## src/rtl/rle_double_fifo_pkg.sv

```systemverilog
// -----------------------------------------------------------------------------
// rle_double_fifo_pkg
// Shared constants and types for the RLE ping-pong buffer.
//   DATA_W  : width of one RLE word
//   DEPTH   : entries per buffer (one 8x8 block)
//   ADDR_W  : pointer width, log2(DEPTH)
//   entry_t : one buffered RLE word
// -----------------------------------------------------------------------------
package rle_double_fifo_pkg;

    localparam int DATA_W = 20;
    localparam int DEPTH  = 64;
    localparam int ADDR_W = $clog2(DEPTH);

    typedef logic [DATA_W-1:0] entry_t;

endpackage

```

## src/rtl/rle_fifo.sv

```systemverilog
// -----------------------------------------------------------------------------
// rle_fifo
// Single-clock FIFO with a registered read port. A pop loads dout on the
// clock edge; dout holds until the next successful pop.
// Ports:
//   clk, reset     : clock, synchronous active-high reset
//   wr_en, din     : write request and data (dropped when full)
//   rd_en          : pop request (ignored when empty)
//   dout           : most recently popped word
//   empty, full    : occupancy flags from the entry count
// -----------------------------------------------------------------------------
module rle_fifo #(
    parameter int DATA_W = rle_double_fifo_pkg::DATA_W,
    parameter int DEPTH  = rle_double_fifo_pkg::DEPTH
) (
    input  logic              clk,
    input  logic              reset,
    input  logic              wr_en,
    input  logic              rd_en,
    input  logic [DATA_W-1:0] din,
    output logic [DATA_W-1:0] dout,
    output logic              empty,
    output logic              full
);
    import rle_double_fifo_pkg::*;

    localparam int PTR_W = (DEPTH > 1) ? $clog2(DEPTH) : 1;
    localparam int CNT_W = $clog2(DEPTH + 1);

    logic [DATA_W-1:0] mem [DEPTH];
    logic [PTR_W-1:0]  wr_ptr;
    logic [PTR_W-1:0]  rd_ptr;
    logic [CNT_W-1:0]  count;
    logic              wr_ok;
    logic              rd_ok;

    assign empty = (count == '0);
    assign full  = (count == CNT_W'(DEPTH));
    assign wr_ok = wr_en && !full;
    assign rd_ok = rd_en && !empty;

    // Explicit wrap keeps the FIFO correct for non-power-of-two depths.
    function automatic logic [PTR_W-1:0] ptr_inc(input logic [PTR_W-1:0] p);
        return (p == PTR_W'(DEPTH - 1)) ? '0 : p + 1'b1;
    endfunction

    always_ff @(posedge clk) begin
        if (reset) begin
            wr_ptr <= '0;
            rd_ptr <= '0;
            count  <= '0;
            dout   <= '0;
        end else begin
            if (wr_ok) wr_ptr <= ptr_inc(wr_ptr);
            if (rd_ok) begin
                dout   <= mem[rd_ptr];
                rd_ptr <= ptr_inc(rd_ptr);
            end
            case ({wr_ok, rd_ok})
                2'b10:   count <= count + 1'b1;
                2'b01:   count <= count - 1'b1;
                default: count <= count;
            endcase
        end
    end

    // Storage is not reset; only pointers and count define occupancy.
    always_ff @(posedge clk) begin
        if (!reset && wr_ok) mem[wr_ptr] <= din;
    end

endmodule

```

## src/rtl/rle_double_fifo.sv

```systemverilog
// -----------------------------------------------------------------------------
// rle_double_fifo
// Ping-pong pair of FIFOs for RLE words. buf_sel picks the write side
// (0 = A, 1 = B); the other buffer is the read side. Roles swap freely and
// each buffer keeps its contents and pointers across a swap.
// Ports:
//   clk, reset  : clock, synchronous active-high reset
//   data_in     : RLE word to write (opaque)
//   wren        : write into the write-side buffer
//   buf_sel     : write-side select
//   rd_req      : pop from the read-side buffer
//   fifo_empty  : read-side buffer holds no entries (combinational)
//   data_out    : most recently popped word
// -----------------------------------------------------------------------------
module rle_double_fifo #(
    parameter int DATA_W = rle_double_fifo_pkg::DATA_W,
    parameter int DEPTH  = rle_double_fifo_pkg::DEPTH
) (
    input  logic              clk,
    input  logic              reset,
    input  logic [DATA_W-1:0] data_in,
    input  logic              wren,
    input  logic              buf_sel,
    input  logic              rd_req,
    output logic              fifo_empty,
    output logic [DATA_W-1:0] data_out
);
    import rle_double_fifo_pkg::*;

    logic              wr_a, wr_b, rd_a, rd_b;
    logic              empty_a, empty_b, full_a, full_b;
    logic [DATA_W-1:0] dout_a, dout_b;
    logic              last_pop_b;
    logic              unused_full;

    assign wr_a = wren   && !buf_sel;
    assign wr_b = wren   &&  buf_sel;
    assign rd_a = rd_req &&  buf_sel;
    assign rd_b = rd_req && !buf_sel;

    assign fifo_empty  = buf_sel ? empty_a : empty_b;
    assign unused_full = full_a | full_b;

    rle_fifo #(.DATA_W(DATA_W), .DEPTH(DEPTH)) u_fifo_a (
        .clk   (clk),
        .reset (reset),
        .wr_en (wr_a),
        .rd_en (rd_a),
        .din   (data_in),
        .dout  (dout_a),
        .empty (empty_a),
        .full  (full_a)
    );

    rle_fifo #(.DATA_W(DATA_W), .DEPTH(DEPTH)) u_fifo_b (
        .clk   (clk),
        .reset (reset),
        .wr_en (wr_b),
        .rd_en (rd_b),
        .din   (data_in),
        .dout  (dout_b),
        .empty (empty_b),
        .full  (full_b)
    );

    // Track which buffer delivered the last pop so data_out holds across a
    // buf_sel swap instead of flipping to the other buffer's stale word.
    always_ff @(posedge clk) begin
        if (reset)                       last_pop_b <= 1'b0;
        else if (rd_req && !fifo_empty)  last_pop_b <= !buf_sel;
    end

    assign data_out = last_pop_b ? dout_b : dout_a;

endmodule

```

## config.mk

```make
export PLATFORM = sky130hd
export DESIGN_NAME = rle_double_fifo
export DESIGN_NICKNAME = d
export VERILOG_FILES = /design/src/rtl/rle_double_fifo_pkg.sv /design/src/rtl/rle_fifo.sv /design/src/rtl/rle_double_fifo.sv
export SDC_FILE = /design/constraint.sdc
export NUM_CORES = 2
export LEC_CHECK = 0
export ABC_AREA = 1
export CAP_MARGIN = 5
export CORE_ASPECT_RATIO = 1.75
export CORE_UTILIZATION = 55
export DETAILED_ROUTE_END_ITERATION = 7
export PLACE_DENSITY = 0.75
export SYNTH_ARGS = -nofsm -noshare
export SYNTH_HDL_FRONTEND = slang
export SYNTH_SLANG_ARGS = --single-unit
```

## constraint.sdc

```tcl
create_clock -name clk -period 7.3 [get_ports clk]
set_input_delay 2.19 -clock clk [delete_from_list [all_inputs] [get_ports clk]]
set_output_delay 2.19 -clock clk [all_outputs]
set_load 0.05 [all_outputs]
```

### Yosys cells after proc, flatten, opt, wreduce, memory -nomap -nowiden

Memory sizes are Yosys's and may differ from the RTL's. A register that Yosys moved wholly into a read port is not among the register bits.
Index checks and enable logic that the tools add are counted.

* input bits: 25
* latch bits: 0
* register bits after elaboration: 39
* RAM bits: 2560
* memory bits (read-only): 0
* logic and storage cells: 61
* memories kept: 2
* output and inout bits: 21

* bitwise logic cells: 0
* multipliers: 0
* multiplexer cells: 12
* div/mod/pow operators: 0
* order comparisons: 0
* shift operators: 0
* equality and inequality tests: 10
* add/subtract/negate cells: 8
* reductions and logical operators: 22

Memory list
* u_fifo_a.mem: words 64, width 20, rd ports 1, clocked after Yosys merged registers in 1, wr ports 1, line rle_fifo.sv:30 `logic [DATA_W-1:0] mem [DEPTH];`
* u_fifo_b.mem: words 64, width 20, rd ports 1, clocked after Yosys merged registers in 1, wr ports 1, line rle_fifo.sv:30

Operator list (number)
* case mux 7 bit (2 select lines): 2
* adder 6 x 1 -> 6 bit (second input constant): 4
* == test 6 bit (second input constant): 4
* two-way mux 6 bit: 4
* two-way mux 20 bit: 1
* adder 7 x 1 -> 7 bit (second input constant): 2
* == test 7 bit (second input constant): 2
* logical NOT 7 bit: 2
* subtractor 7 x 1 -> 7 bit (second input constant): 2
* logical AND 1 bit: 11
* logical NOT 1 bit: 7
* two-way mux 1 bit: 5
* == test 2 x 1 -> 1 bit (second input constant): 2
* == test 2 bit (second input constant): 2
* nonzero test 2 bit: 2

### Depth between registers and ports, before layout

* depth after elaboration: 6
* mapped depth: 19
* gate-level depth less buffers: 18

### Cells and area by module

A second synthesis with hierarchy kept.

* cell total of the unflattened synthesis: 10836
* area total of the unflattened synthesis: 112630.5 um2

By module, submodules not included
* rle_fifo (u_fifo_a): sequential area each 39217.6 um2, area an instance 56187.6 um2, cells each 5399, times used 1
* rle_fifo (u_fifo_b): sequential area each 39217.6 um2, area an instance 56037.5 um2, cells each 5397, times used 1
* rle_double_fifo: sequential area each 20.0 um2, area an instance 405.4 um2, cells each 40, times used 1

### Least setup slack after synthesis

Ideal clock, no wire load.

* path type: input to output
* start point: input buf_sel
* end point: output fifo_empty
* slack: 1.824 ns
* path buffers: 0
* arrival: 3.286 ns
* stages on the path: 1
* data required time: 5.110 ns
* cell sequence: o21ai_0

* longest elaborated chain between the ends: 1

RTL lines
* start, declared: line rle_double_fifo.sv:23 `input logic buf_sel,`
* two-way mux 1 bit: line rle_double_fifo.sv:41 `assign fifo_empty = buf_sel ? empty_a : empty_b;`
* end, declared: line rle_double_fifo.sv:25 `output logic fifo_empty,`

No other way between the ends.

### Worst setup path in the final report

Ends and elaborated chain as after synthesis.

==> flow_metrics.tcl <==
set metrics [dict create \
    status "finished clean" \
    drive_gt1_frac 0.0698 \
    pre_cts_ws_ns 1.29 \
    slowest_stage "clkdlybuf4s50_1" \
    p_leak_nw 42.0 \
    syn_inst 9455 \
    startpoint_type "input port" \
    slew_viol_final 0 \
    critPathMaxFanout 6 \
    slowest_delay_ns 0.84 \
    mappedNetlistArea_um2 107000 \
    fin_crit_ns 6.02 \
    synth_ff_type "edfxtp_1" \
    placed_area_um2 110000 \
    crit_chain "clkdlybuf4s50_1, nand3_1, o21ai_0, clkdlybuf4s50_1" \
    clkLatencyLatePin_ns 0.88 \
    critPathRequiredTime_ns 5.11 \
    fin_cells 12100 \
    syn-num-nets 9498 \
    drt_first_iter_violations 8901 \
    place_congestion 0.965 \
    finalCritPeriodShare 0.824 \
    yosys.area.top_type "edfxtp_1" \
    syn_area_per_cell_um2 11.4 \
    finalHoldViolCount 0 \
    vdd_ir_drop_max_uv 243 \
    die_area_um2 197000 \
    tightestPinTransition_ns 1.24 \
    grt_max_degree 245 \
    cts.sinks 2639 \
    cts-root-buf "clkbuf_16" \
    cts_tree "done" \
    drc 0 \
    area_delta_synth_final_pct 9.35 \
    fin_area_um2 117000 \
    antenna_found_initial 5 \
    clock.fmax_mhz 166 \
    clk_path_buf_depth 4 \
    synth_top_area_share 0.716 \
    synth_cell_types 31 \
    viasPerCell 5.89 \
    ys_warn_count 0 \
    crit_type "input port to output pin" \
    initial_core_util 0.553 \
    grt_first_pass_wirelength_mm 444 \
    wirelength_mm 309 \
    post_cts_resized 0 \
    finalNetCount 9384 \
    hold_ws_ns 0.509 \
    synthMostInstantiatedCell "nand2_1" \
    cts_made_buffers 220 \
    power_density_nw_per_um2 275 \
    timing.setup.tns_ns 0 \
    cts-htree-levels 4 \
    globalRouteTotalUtil 0.312 \
    finClkSkew_ns 0.0303 \
    critPathCaptureType "output pin" \
    rows 214 \
    vias 71400 \
    synth_commonest_cells "2,980 x nand2_1, 2,560 x edfxtp_1, 1,103 x nand3_1" \
    maxCapViolCount 0 \
    fin_ws_ns 1.28 \
    rsz0062_at_grt "no" \
    cts_hold_buf 0 \
    dpl.hpwl_mm 185 \
    setup_viol_count_final 0 \
    core_um2 194000 \
    hold_path_class "register to register" \
    wire_per_inst_um 25.5 \
    crit_top_cell "clkdlybuf4s50_1" \
    synth_edf_count 2560 \
    synth-seq-area-share 0.731 \
    ant_nets 0 \
    synth_area_leaders "edfxtp_1 72%, nand2_1 10%, nand3_1 5.1%" \
    overflow 0 \
    cp.arrival_ns 3.83 \
    port_buffers 45 \
    ys_seq_elements 2639 \
    first_pass_iters 6 \
    clk_pin_slew_worst_paths_ns 0.07 \
    path_buf_inv 2 \
    synthArstFlopShare 0 \
    filler_cell_count 14900 \
    dp_cells 11700 \
    grt_pass1_vias 68700 \
    die_w_um 336 \
    crit_family "buffers and inverters" \
    die_h_um 586 \
    power_mw 32.3 \
    fin_util 0.605 \
    relSlewSlack 0.168 \
    pin_count 46 \
    postCtsSetupRepairBufs 0 \
]
-- final timing paths --
path | slack (ns) | cells past startpoint | endpoint | startpoint
setup / recovery | 1.28 | 4 | fifo_empty | buf_sel
hold / removal | 0.51 | 2 | u_fifo_a.wr_ptr[5] | u_fifo_a.wr_ptr[5]
setup reg to reg | 2.83 | 11 | u_fifo_a.dout[1] | u_fifo_a.rd_ptr[1]
hold reg to reg | 0.51 | 2 | u_fifo_a.wr_ptr[5] | u_fifo_a.wr_ptr[5]
-- cells in the final DEF (no fill, tap or decap), drive strengths merged --
| master | count |
|---|---|
| clkinv | 87 |
| fa | 2 |
| clkinvlp | 17 |
| nor3 | 30 |
| bufinv | 21 |
| o21ai | 584 |
| a21oi | 260 |
| edfxtp | 2560 |
| nor4 | 2 |
| nand2 | 2980 |
| xor2 | 13 |
| clkbuf | 269 |
| o21a | 1 |
| ha | 16 |
| clkdlybuf4s50 | 24 |
| inv | 199 |
| nor2 | 1055 |
| or2 | 4 |
| and3 | 1 |
| diode | 4 |
| nand4 | 12 |
| o21bai | 2 |
| buf | 194 |
| xnor2 | 1 |
| dfxtp | 79 |
| nand3 | 1103 |
-- state kept, by name, summed over array words and instances (netlist names) --
| name | flops |
|---|---|
| u_fifo_a.mem | 1280 |
| u_fifo_b.mem | 1280 |
| u_fifo_a.dout | 20 |
| u_fifo_b.dout | 20 |
| u_fifo_a.count | 7 |
| u_fifo_b.count | 7 |
| u_fifo_a.rd_ptr | 6 |
| u_fifo_a.wr_ptr | 6 |
| u_fifo_b.rd_ptr | 6 |
| u_fifo_b.wr_ptr | 6 |
| last_pop_b | 1 |
-- worst reg2reg max path, stage by stage, from the launching register on --
cell and delay [ns]:
dfxtp_4 0.93, nand2_1 0.95, inv_4 0.95, buf_12 0.41, nand2_1 0.17, nand3_1 0.11
nand3_1 0.16, nand2_1 0.36, nand2_1 0.15, nand3_1 0.14, nand2_1 0.07, inv_1 0.05
-- cell families (layout without fill, tap and decap cells) --
| group | after synthesis | after routing | share of synthesized area |
|---|---|---|---|
| xor gates and xnor gates | 14 | 14 | 0.00114 |
| AOI/OAI and AO/OA | 847 | 847 | 0.0396 |
| adders and majority gates | 18 | 18 | 0.00224 |
| DFF | 2639 | 2639 | 0.731 |
| and+or+nand+nor | 5187 | 5187 | 0.195 |
| buffers and inverters | 750 | 811 | 0.0308 |
| other | 0 | 4 | 0 |
-- report_power, final --
group | switching [mW] | total [mW] | internal (mW)
Sequential | 0.108 | 16.8 | 16.7
Clock | 5.33 | 11.7 | 6.41
Combinational | 2.91 | 3.77 | 0.865
Total | 8.35 | 32.3 | 23.9
-- cell type report --
class                           instances  area (µm²)  area share
Tap cell                             2592        3240      0.0276
Inverter                              196         781     0.00665
Multi-Input combinational cell       6066       25900       0.221
Timing Repair Buffer                  218        1920      0.0164
Clock buffer                          269        5810      0.0495
Sequential cell                      2639       78500       0.669
Antenna cell                            4        10.0   0.0000853
Clock inverter                        128        1220      0.0104
-- per-layer routing --
metal,vias up,track usage,wire (µm)
met2,3834,0.517,150000
met4,0,0.263,29900
met3,970,0.0388,24000
li1,32300,-,-
met5,-,0,0
met1,34300,0.364,105000
Power figures use the tool's default switching activity.
